File: src/rtl/muldiv_sequencer.sv
// Iterative RV32M multiply/divide unit for the EX stage: shift-add multiply and
// restoring divide over DATA_WIDTH cycles, stalling the pipeline while it runs.
module muldiv_sequencer #(
  parameter int DATA_WIDTH = 32
) (
  input  logic                  i_clk,
  input  logic                  i_rst_n,
  input  logic                  i_start_EX,
  input  logic [2:0]            i_op_EX,
  input  logic [DATA_WIDTH-1:0] i_srcA_EX,
  input  logic [DATA_WIDTH-1:0] i_srcB_EX,
  input  logic                  i_flush_EX,
  output logic                  o_busy_EX,
  output logic                  o_done_EX,
  output logic [DATA_WIDTH-1:0] o_result_EX
);

  localparam int W  = DATA_WIDTH;
  localparam int CW = (W > 1) ? $clog2(W) : 1;
  localparam logic [CW-1:0] LAST_CNT = CW'(W - 1);
  localparam logic [W-1:0]  MIN_NEG  = {1'b1, {(W-1){1'b0}}};

  typedef enum logic [2:0] {IDLE, PREP, RUN, FIX, DONE} state_t;

  state_t          state;
  logic [2:0]      op_reg;
  logic [W-1:0]    src_a_reg;
  logic [W-1:0]    src_b_reg;
  logic [W-1:0]    mag_a_reg;
  logic [W-1:0]    mag_b_reg;
  logic            sign_a_reg;
  logic            sign_b_reg;
  logic [2*W-1:0]  acc_reg;
  logic [W-1:0]    rem_reg;
  logic [CW-1:0]   cnt_reg;
  logic            done_reg;
  logic [W-1:0]    result_reg;

  logic            a_signed;
  logic            b_signed;
  logic            a_neg;
  logic            b_neg;
  logic [W-1:0]    mag_a;
  logic [W-1:0]    mag_b;
  logic            div_zero;
  logic            div_ovf;
  logic [W-1:0]    special_result;
  logic [W:0]      mul_sum;
  logic [W:0]      div_shift;
  logic [W:0]      div_diff;
  logic [2*W-1:0]  prod;
  logic [W-1:0]    quo_fix;
  logic [W-1:0]    rem_fix;
  logic [W-1:0]    fix_result;

  // MULH, MULHSU, DIV, REM treat rs1 as signed; MULH, DIV, REM treat rs2 as signed.
  assign a_signed = (op_reg == 3'b001) | (op_reg == 3'b010) | (op_reg == 3'b100) | (op_reg == 3'b110);
  assign b_signed = (op_reg == 3'b001) | (op_reg == 3'b100) | (op_reg == 3'b110);
  assign a_neg    = a_signed & src_a_reg[W-1];
  assign b_neg    = b_signed & src_b_reg[W-1];
  assign mag_a    = a_neg ? -src_a_reg : src_a_reg;
  assign mag_b    = b_neg ? -src_b_reg : src_b_reg;

  assign div_zero = op_reg[2] & (src_b_reg == '0);
  assign div_ovf  = op_reg[2] & ~op_reg[0] & (src_a_reg == MIN_NEG) & (src_b_reg == {W{1'b1}});
  assign special_result = div_zero ? (op_reg[1] ? src_a_reg : {W{1'b1}})
                                   : (op_reg[1] ? {W{1'b0}} : MIN_NEG);

  // Multiply: multiplicand in mag_a, multiplier shifts out of mag_b.
  // Divide: dividend shifts out of mag_a, quotient shifts into the low accumulator half.
  assign mul_sum   = {1'b0, acc_reg[2*W-1:W]} + {1'b0, (mag_b_reg[0] ? mag_a_reg : {W{1'b0}})};
  assign div_shift = {rem_reg, mag_a_reg[W-1]};
  assign div_diff  = div_shift - {1'b0, mag_b_reg};

  assign prod    = (sign_a_reg ^ sign_b_reg) ? -acc_reg : acc_reg;
  assign quo_fix = (sign_a_reg ^ sign_b_reg) ? -acc_reg[W-1:0] : acc_reg[W-1:0];
  assign rem_fix = sign_a_reg ? -rem_reg : rem_reg;

  always_comb begin
    fix_result = prod[W-1:0];
    case (op_reg)
      3'b000:                 fix_result = prod[W-1:0];
      3'b001, 3'b010, 3'b011: fix_result = prod[2*W-1:W];
      3'b100, 3'b101:         fix_result = quo_fix;
      default:                fix_result = rem_fix;
    endcase
  end

  always_ff @(posedge i_clk or negedge i_rst_n) begin
    if (!i_rst_n) begin
      state      <= IDLE;
      op_reg     <= '0;
      src_a_reg  <= '0;
      src_b_reg  <= '0;
      mag_a_reg  <= '0;
      mag_b_reg  <= '0;
      sign_a_reg <= 1'b0;
      sign_b_reg <= 1'b0;
      acc_reg    <= '0;
      rem_reg    <= '0;
      cnt_reg    <= '0;
      done_reg   <= 1'b0;
      result_reg <= '0;
    end else begin
      done_reg <= 1'b0;
      if (i_flush_EX) begin
        state <= IDLE;
      end else begin
        case (state)
          IDLE: begin
            if (i_start_EX) begin
              op_reg    <= i_op_EX;
              src_a_reg <= i_srcA_EX;
              src_b_reg <= i_srcB_EX;
              state     <= PREP;
            end
          end
          PREP: begin
            mag_a_reg  <= mag_a;
            mag_b_reg  <= mag_b;
            sign_a_reg <= a_neg;
            sign_b_reg <= b_neg;
            acc_reg    <= '0;
            rem_reg    <= '0;
            cnt_reg    <= '0;
            if (div_zero | div_ovf) begin
              result_reg <= special_result;
              done_reg   <= 1'b1;
              state      <= DONE;
            end else begin
              state <= RUN;
            end
          end
          RUN: begin
            if (op_reg[2]) begin
              mag_a_reg <= mag_a_reg << 1;
              acc_reg[W-1:0] <= {acc_reg[W-2:0], ~div_diff[W]};
              if (!div_diff[W]) begin
                rem_reg <= div_diff[W-1:0];
              end else begin
                rem_reg <= div_shift[W-1:0];
              end
            end else begin
              acc_reg   <= {mul_sum, acc_reg[W-1:1]};
              mag_b_reg <= mag_b_reg >> 1;
            end
            cnt_reg <= cnt_reg + CW'(1);
            if (cnt_reg == LAST_CNT) begin
              state <= FIX;
            end
          end
          FIX: begin
            result_reg <= fix_result;
            done_reg   <= 1'b1;
            state      <= DONE;
          end
          DONE: begin
            state <= IDLE;
          end
          default: begin
            state <= IDLE;
          end
        endcase
      end
    end
  end

  assign o_busy_EX   = i_start_EX & (state != DONE) & ~i_flush_EX;
  assign o_done_EX   = done_reg;
  assign o_result_EX = result_reg;

endmodule

File: config.mk
export PLATFORM = sky130hd
export DESIGN_NAME = muldiv_sequencer
export DESIGN_NICKNAME = d
export VERILOG_FILES = /design/src/rtl/muldiv_sequencer.sv
export SDC_FILE = /design/constraint.sdc
export NUM_CORES = 1
export LEC_CHECK = 0
export ABC_AREA = 0
export BUFFER_PORTS_ARGS = -buffer_cell sky130_fd_sc_hd__buf_2
export CAP_MARGIN = 0
export CORE_UTILIZATION = 40
export CTS_CLUSTER_SIZE = 10
export DETAILED_ROUTE_END_ITERATION = 10
export GPL_TIMING_DRIVEN = 1
export PLACE_DENSITY = 0.64
export SETUP_SLACK_MARGIN = 0.4
export SLEW_MARGIN = 25
export SYNTH_ARGS = -nofsm -noshare
export SYNTH_HDL_FRONTEND = slang
export SYNTH_SLANG_ARGS = --single-unit
export TNS_END_PERCENT = 20
File: constraint.sdc
create_clock -name i_clk -period 4.9 [get_ports i_clk]
set_clock_uncertainty 0.2 [all_clocks]
set_input_delay 0.49 -clock i_clk [delete_from_list [all_inputs] [get_ports i_clk]]
set_output_delay 0.49 -clock i_clk [all_outputs]
set_load 0.02 [all_outputs]
==> impl_metrics.tcl, run 1 <==
set metrics [dict create \
    status "finished clean" \
    avgViaCountPerCell 5.98 \
    crit_type "reg2reg" \
    critPathLaunchType "flop" \
    core_mm2 0.0478 \
    crit_slowest_cell "fa_1" \
    clockBufferDepth 3 \
    cp.buffers_inverters 2 \
    r2r_end "rem_reg[6]$_DFFE_PN0P_" \
    dp_hpwl_um 44900 \
    worst_slack_ns 0.942 \
    irDropWorstVdd_uv 400 \
    syn_inst 2336 \
    p_per_area_mw_per_mm2 484 \
    drtPass1Iterations 6 \
    grt-ovfl-total 0 \
    leakage_nw 9.82 \
    synth_top_family_by_area "compound AO/OA/AOI/OAI gates" \
    arrival_ns 4.17 \
    num_vias 18200 \
    clk_latency_ns 0.54 \
    path_cells "inv_1 -> ha_1 -> fa_1 -> nor2b_1 -> o31ai_1 -> a21oi_2 -> buf_4 -> a31oi_1 -> a21oi_1 -> a21oi_1 -> or3b_1 -> and2_2 -> a221o_1" \
    post-route-util_pct 46.4 \
    gp_congestion 0.981 \
    avgSynthCellArea_um2 8.33 \
    fin_crit_sh_pct 80.8 \
    synth_mux_area_share_pct 5.84 \
    setup_viol 0 \
    largest_reg_flops 64 \
    track_usage_pct 24.6 \
    synthesis.area_mm2 0.0195 \
    yosysUniqueCellTypes 83 \
    port_buffers 104 \
    synth-main-ff-cell "dfrtp_1" \
    worstRegToRegCells 13 \
    io_pins 105 \
    yosysWarnings 0 \
    critPathLaunch "mag_a_reg[31]$_DFFE_PN0P_" \
    wl_per_cell_um 20.2 \
    synth_compound_area_share_pct 21.6 \
    maxSlewViolCount 0 \
    grt_antenna_before_repair 0 \
    cpLargestDelayFamily "compound AO/OA/AOI/OAI gates" \
    synth-edff-count 0 \
    fillers 4588 \
    slowest_delay_ns 0.41 \
    grt_pass1_wl_um 97800 \
    async_flop_share_pct 100 \
    nets 2564 \
    drive_gt1_share_pct 12.1 \
    required_ns 5.11 \
    worstMarginPinSlew_ns 1.02 \
    synth-simple-area-share_pct 20.0 \
    r2r-start "mag_a_reg[31]$_DFFE_PN0P_" \
    cts.sinks 270 \
    rows 80 \
    cp-end-kind "flop" \
    die_h_um 223 \
    r2r_slack_ns 0.94 \
    post_cts_resized 0 \
    maxCapViolations 0 \
    yosys.area_share.adder_pct 4.84 \
    max_freq_ghz 0.253 \
    place_ws_ns 1.01 \
    area_growth_pct 14.1 \
    clk_pin_slew_ns 0.06 \
    finalHoldViolCount 0 \
    drt_wl_total_um 61600 \
    rsz0062_at_grt "no" \
    crit_cells 13 \
    synth-xor-area-share_pct 8.60 \
    min_path_type "in2reg" \
    syn_nets 2481 \
    finalCriticalPeriod_ns 3.96 \
    synth_seq_cells 270 \
    cts_tree "done" \
    crit_fanout 30 \
    dr.first_iter.drc_count 1953 \
    cts-root-buf "clkbuf_16" \
    grt_pass1_vias 17200 \
    cts_max_level 2 \
    ant_nets 0 \
    power_w 0.0107 \
    critPathMostFrequentCell "a21oi_1" \
    worstSetupEndpoint "rem_reg[6]$_DFFE_PN0P_" \
    fp.dieW_um 223 \
    die_area_mm2 0.0495 \
    drc 0 \
    slew_headroom_pct 30.4 \
    tns_ns 0 \
    grt_max_degree 117 \
    cts_buffers 35 \
    start_util_pct 40.7 \
    seq_area_frac_synth_pct 34.7 \
]
metal layers:
metal | GRT usage, % | routed length [um] | up-vias
li1 | - | - | 8580
met1 | 36.1 | 28500 | 8899
met2 | 38.1 | 27700 | 679
met3 | 3.48 | 4130 | 85
met4 | 6.01 | 1290 | 0
met5 | 0 | 0 | -
layout by cell type, fill, tap and decap left out, types with 18 or more instances in the layout:
cell	n
a21o_1	29
a21oi_1	197
a31oi_1	29
and2_1	39
and3_1	18
buf_2	103
buf_4	30
clkbuf_16	36
dfrtp_1	269
dlygate4sd3_1	58
ha_1	72
inv_1	77
mux2_2	68
mux2i_1	37
nand2_1	254
nand2b_1	24
nand3_1	69
nand4_1	39
nor2_1	158
nor3_1	49
nor4_1	21
o211ai_1	26
o21ai_0	207
o31ai_1	61
or3_1	32
xnor2_1	94
xor2_1	95
layout make-up:
cell class	instances	area (um^2)	share of cell area [%]
tap	615	769	3.47
clock inverter	7	125	0.564
antenna	1	2.50	0.0113
timing repair buffer	194	1380	6.23
inverter	77	289	1.30
sequential	270	6760	30.4
multi-input combinational	1841	11900	53.6
clock buffer	46	968	4.36
cells in the mapped netlist (21+ instances only):
cell type | number | share of area (%)
or3_1 | 33 | 1.1
a21oi_1 | 197 | 5.1
nand2_1 | 255 | 4.9
ha_1 | 72 | 4.6
nor4_1 | 21 | 0.68
a31oi_1 | 29 | 0.93
dfrtp_1 | 270 | 35
mux2_2 | 68 | 3.9
o31ai_1 | 61 | 2.4
nand2b_1 | 24 | 0.77
mux2i_1 | 37 | 1.9
xor2_1 | 96 | 4.3
nor3_1 | 49 | 1.3
clkbuf_1 | 124 | 2.4
a21o_1 | 29 | 1.1
nor2_1 | 162 | 3.1
inv_1 | 77 | 1.5
nand4_1 | 39 | 1.3
nand3_1 | 70 | 1.8
o211ai_1 | 26 | 1.0
and2_1 | 40 | 1.3
xnor2_1 | 95 | 4.3
o21ai_0 | 207 | 5.3
kinds of logic after synthesis:
group | Yosys count
flip-flops | 270
adder cells (fa/ha/maj) | 74
AO/OA/AOI/OAI | 686
AND/OR/NAND/NOR | 785
multiplexers | 105
buffers and inverters | 225
XOR/XNOR | 191
through the flow:
step                      std cells  hold slack (ns)  instance area [um^2]
after floorplan                2336         -0.00559                 19500
after global placement         2938            0.262                 20500
after detailed placement       2939            0.270                 20500
after CTS                      3050        0.0000807                 22200
after global routing           3050        0.0000645                 22200
final                          3051          0.00893                 22200
how the worst min path moves through the flow:
| stage | slack, ns | to | depth (start not counted) | from |
|---|---|---|---|---|
| global route | 0.00006 | src_a_reg[24]$_DFFE_PN0P_ | 2 | i_srcA_EX[24] |
| global placement | 0.26 | mag_b_reg[26]$_DFFE_PN0P_ | 2 | mag_b_reg[26]$_DFFE_PN0P_ |
| finish | 0.009 | src_b_reg[22]$_DFFE_PN0P_ | 2 | i_srcB_EX[22] |
| floorplan | -0.006 | acc_reg[0]$_DFFE_PN0P_ | 0 | i_rst_n |
| CTS | 0.00008 | src_b_reg[22]$_DFFE_PN0P_ | 2 | i_srcB_EX[22] |
| detailed placement | 0.27 | mag_b_reg[23]$_DFFE_PN0P_ | 2 | mag_b_reg[23]$_DFFE_PN0P_ |
power breakdown:
| group | switching (W) | internal [W] | total [W] |
|---|---|---|---|
| sequential | 0.000674 | 0.00280 | 0.00347 |
| combinational | 0.00289 | 0.00185 | 0.00473 |
| clock | 0.00100 | 0.00154 | 0.00254 |
| total | 0.00456 | 0.00618 | 0.0107 |
repair_timing:
item                      CTS  global route
hold buffers               58             0
buffers inserted            0             0
hold endpoints to repair  170             0
(Power assumes the default switching activity.)
==> run 2: changes to the inputs <==
Clock period 4.9 ns to 4.1 ns, I/O delays scaled along.
==> impl_metrics.tcl, run 2 (synthesis results as in run 1) <==
set metrics [dict create \
    status "finished clean" \
    critPathLaunchType "flop" \
    multi_input_area_mm2 0.0119 \
    regArea_mm2 0.00676 \
    required_ns 4.36 \
    busiest_layer "met2" \
    min_path_type "in2async" \
    fin_crit_sh_pct 88.8 \
    dr.first_iter.drc_count 1678 \
    largest_reg_flops 64 \
    arrival_ns 3.90 \
    tns_ns 0 \
    finalHoldViolCount 0 \
    finalCriticalPeriod_ns 3.64 \
    grtUsageMet2_pct 38.9 \
    cts_max_level 2 \
    maxCapViolations 0 \
    max_freq_ghz 0.275 \
    irDropWorstVdd_uv 395 \
    maxSlewViolCount 0 \
    design_area_mm2 0.0225 \
    fp.dieW_um 223 \
    clk_latency_ns 0.57 \
    grt_pass1_wl_um 99000 \
    die_h_um 223 \
    setup_viol 0 \
    cts.sinks 270 \
    start_util_pct 40.7 \
    cts_buffers 35 \
    drtPass1Iterations 6 \
    grt_pass1_vias 17100 \
    fillers 4600 \
    place_area_mm2 0.0207 \
    post-route-util_pct 47.1 \
    worstMarginPinSlew_ns 1.00 \
    num_vias 18300 \
    drt_wl_total_um 63400 \
    dp_hpwl_um 46500 \
    io_pins 105 \
    gr-usage-met1_pct 36.8 \
    track_usage_pct 25.4 \
    core_mm2 0.0478 \
    grt_antenna_before_repair 0 \
    die_area_mm2 0.0495 \
    port_buffers 104 \
    slew_headroom_pct 33.1 \
    diodes 0 \
    ant_nets 0 \
    rows 80 \
    rsz0062_at_grt "yes" \
    drc 0 \
    nets 2603 \
    grt_max_degree 106 \
    p_per_area_mw_per_mm2 576 \
    cts_tree "done" \
    area_growth_pct 15.8 \
    avgViaCountPerCell 5.93 \
    gp_congestion 0.957 \
    cts-root-buf "clkbuf_16" \
    power_w 0.0130 \
    crit_type "reg2reg" \
    grt_use_met3_pct 4.39 \
    drive_gt1_share_pct 13.0 \
    crit_fanout 7 \
    grt-ovfl-total 0 \
    clockBufferDepth 3 \
    layout_commonest_cell "dfrtp_1" \
    final_cell_mix "dfrtp_1, nand2_1, o21ai_0, a21oi_1, nor2_1" \
    clk_pin_slew_ns 0.06 \
    wl_per_cell_um 20.5 \
    cp-end-kind "flop" \
    leakage_nw 9.99 \
]
-- run 2: changes by cell type in the layout (fill, tap and decap cells not counted), sizes merged --
cell	delta
buf	+27
bufinv	-1
clkinvlp	+1
diode	-1
dlygate4sd3	+12
-- run 2: routing by layer --
metal | routed length [um] | vias to the layer above | share of wire (%)
li1 | - | 8660 | -
met1 | 29200 | 8909 | 46
met2 | 28300 | 674 | 45
met3 | 4610 | 79 | 7.3
met4 | 1260 | 0 | 2.0
met5 | 0 | - | 0
-- run 2: worst max-delay path, stage by stage (launching register included) --
cell and delay [ns]:
dfrtp_1 0.47, ha_1 0.38, o21ai_0 0.17, a2111oi_1 0.56
buf_4 0.21, nor3_1 0.07, o211ai_1 0.20, o211ai_1 0.20
a2111oi_1 0.60, or3_1 0.18, nand4_1 0.09, o221ai_1 0.21
-- run 2: through the flow --
stage / instances / hold WS, ns / setup WS (ns)
after global routing: 3089 / 0.293 / 0.253
after CTS: 3088 / 0.282 / 0.421
final: 3089 / 0.263 / 0.460
after detailed placement: 2965 / 0.268 / 0.299
after floorplan: 2336 / -0.0856 / 0.626
after global placement: 2965 / 0.261 / 0.299
-- run 2: report_power, final --
part / internal (W) / leakage (nW) / switching (W)
clock: 0.00177 / 0.525 / 0.00123
combinational: 0.00225 / 5.99 / 0.00353
sequential: 0.00334 / 3.47 / 0.000858
total: 0.00736 / 9.99 / 0.00562
-- run 2: path summary, 6_finish.rpt --
kind / from / endpoint / cells past startpoint / slack, ns
max: rem_reg[2]$_DFFE_PN0P_ / rem_reg[29]$_DFFE_PN0P_ / 11 / 0.46
max reg2reg: rem_reg[2]$_DFFE_PN0P_ / rem_reg[29]$_DFFE_PN0P_ / 11 / 0.46
min reg2reg: mag_b_reg[26]$_DFFE_PN0P_ / mag_b_reg[26]$_DFFE_PN0P_ / 2 / 0.28
max in group asynchronous: i_rst_n / acc_reg[63]$_DFFE_PN0P_ / 3 / 2.29
min: i_rst_n / src_b_reg[26]$_DFFE_PN0P_ / 2 / 0.26
min in group i_clk: mag_b_reg[26]$_DFFE_PN0P_ / mag_b_reg[26]$_DFFE_PN0P_ / 2 / 0.28
-- run 2: layout make-up --
type | count | area share, %
Clock buffer | 46 | 4.25
Clock inverter | 7 | 0.567
Inverter | 77 | 1.28
Multi-Input combinational cell | 1841 | 52.9
Sequential cell | 270 | 30.0
Tap cell | 615 | 3.42
Timing Repair Buffer | 233 | 7.56
-- run 2: timing repair --
action                                  in CTS  in global routing
endpoints found under the setup margin       1                 31
resized for setup                            2                  6
pin swaps                                    0                  3
hold buffers                                70                  0
setup buffers                                0                  1
endpoints found under the hold margin      170                  0
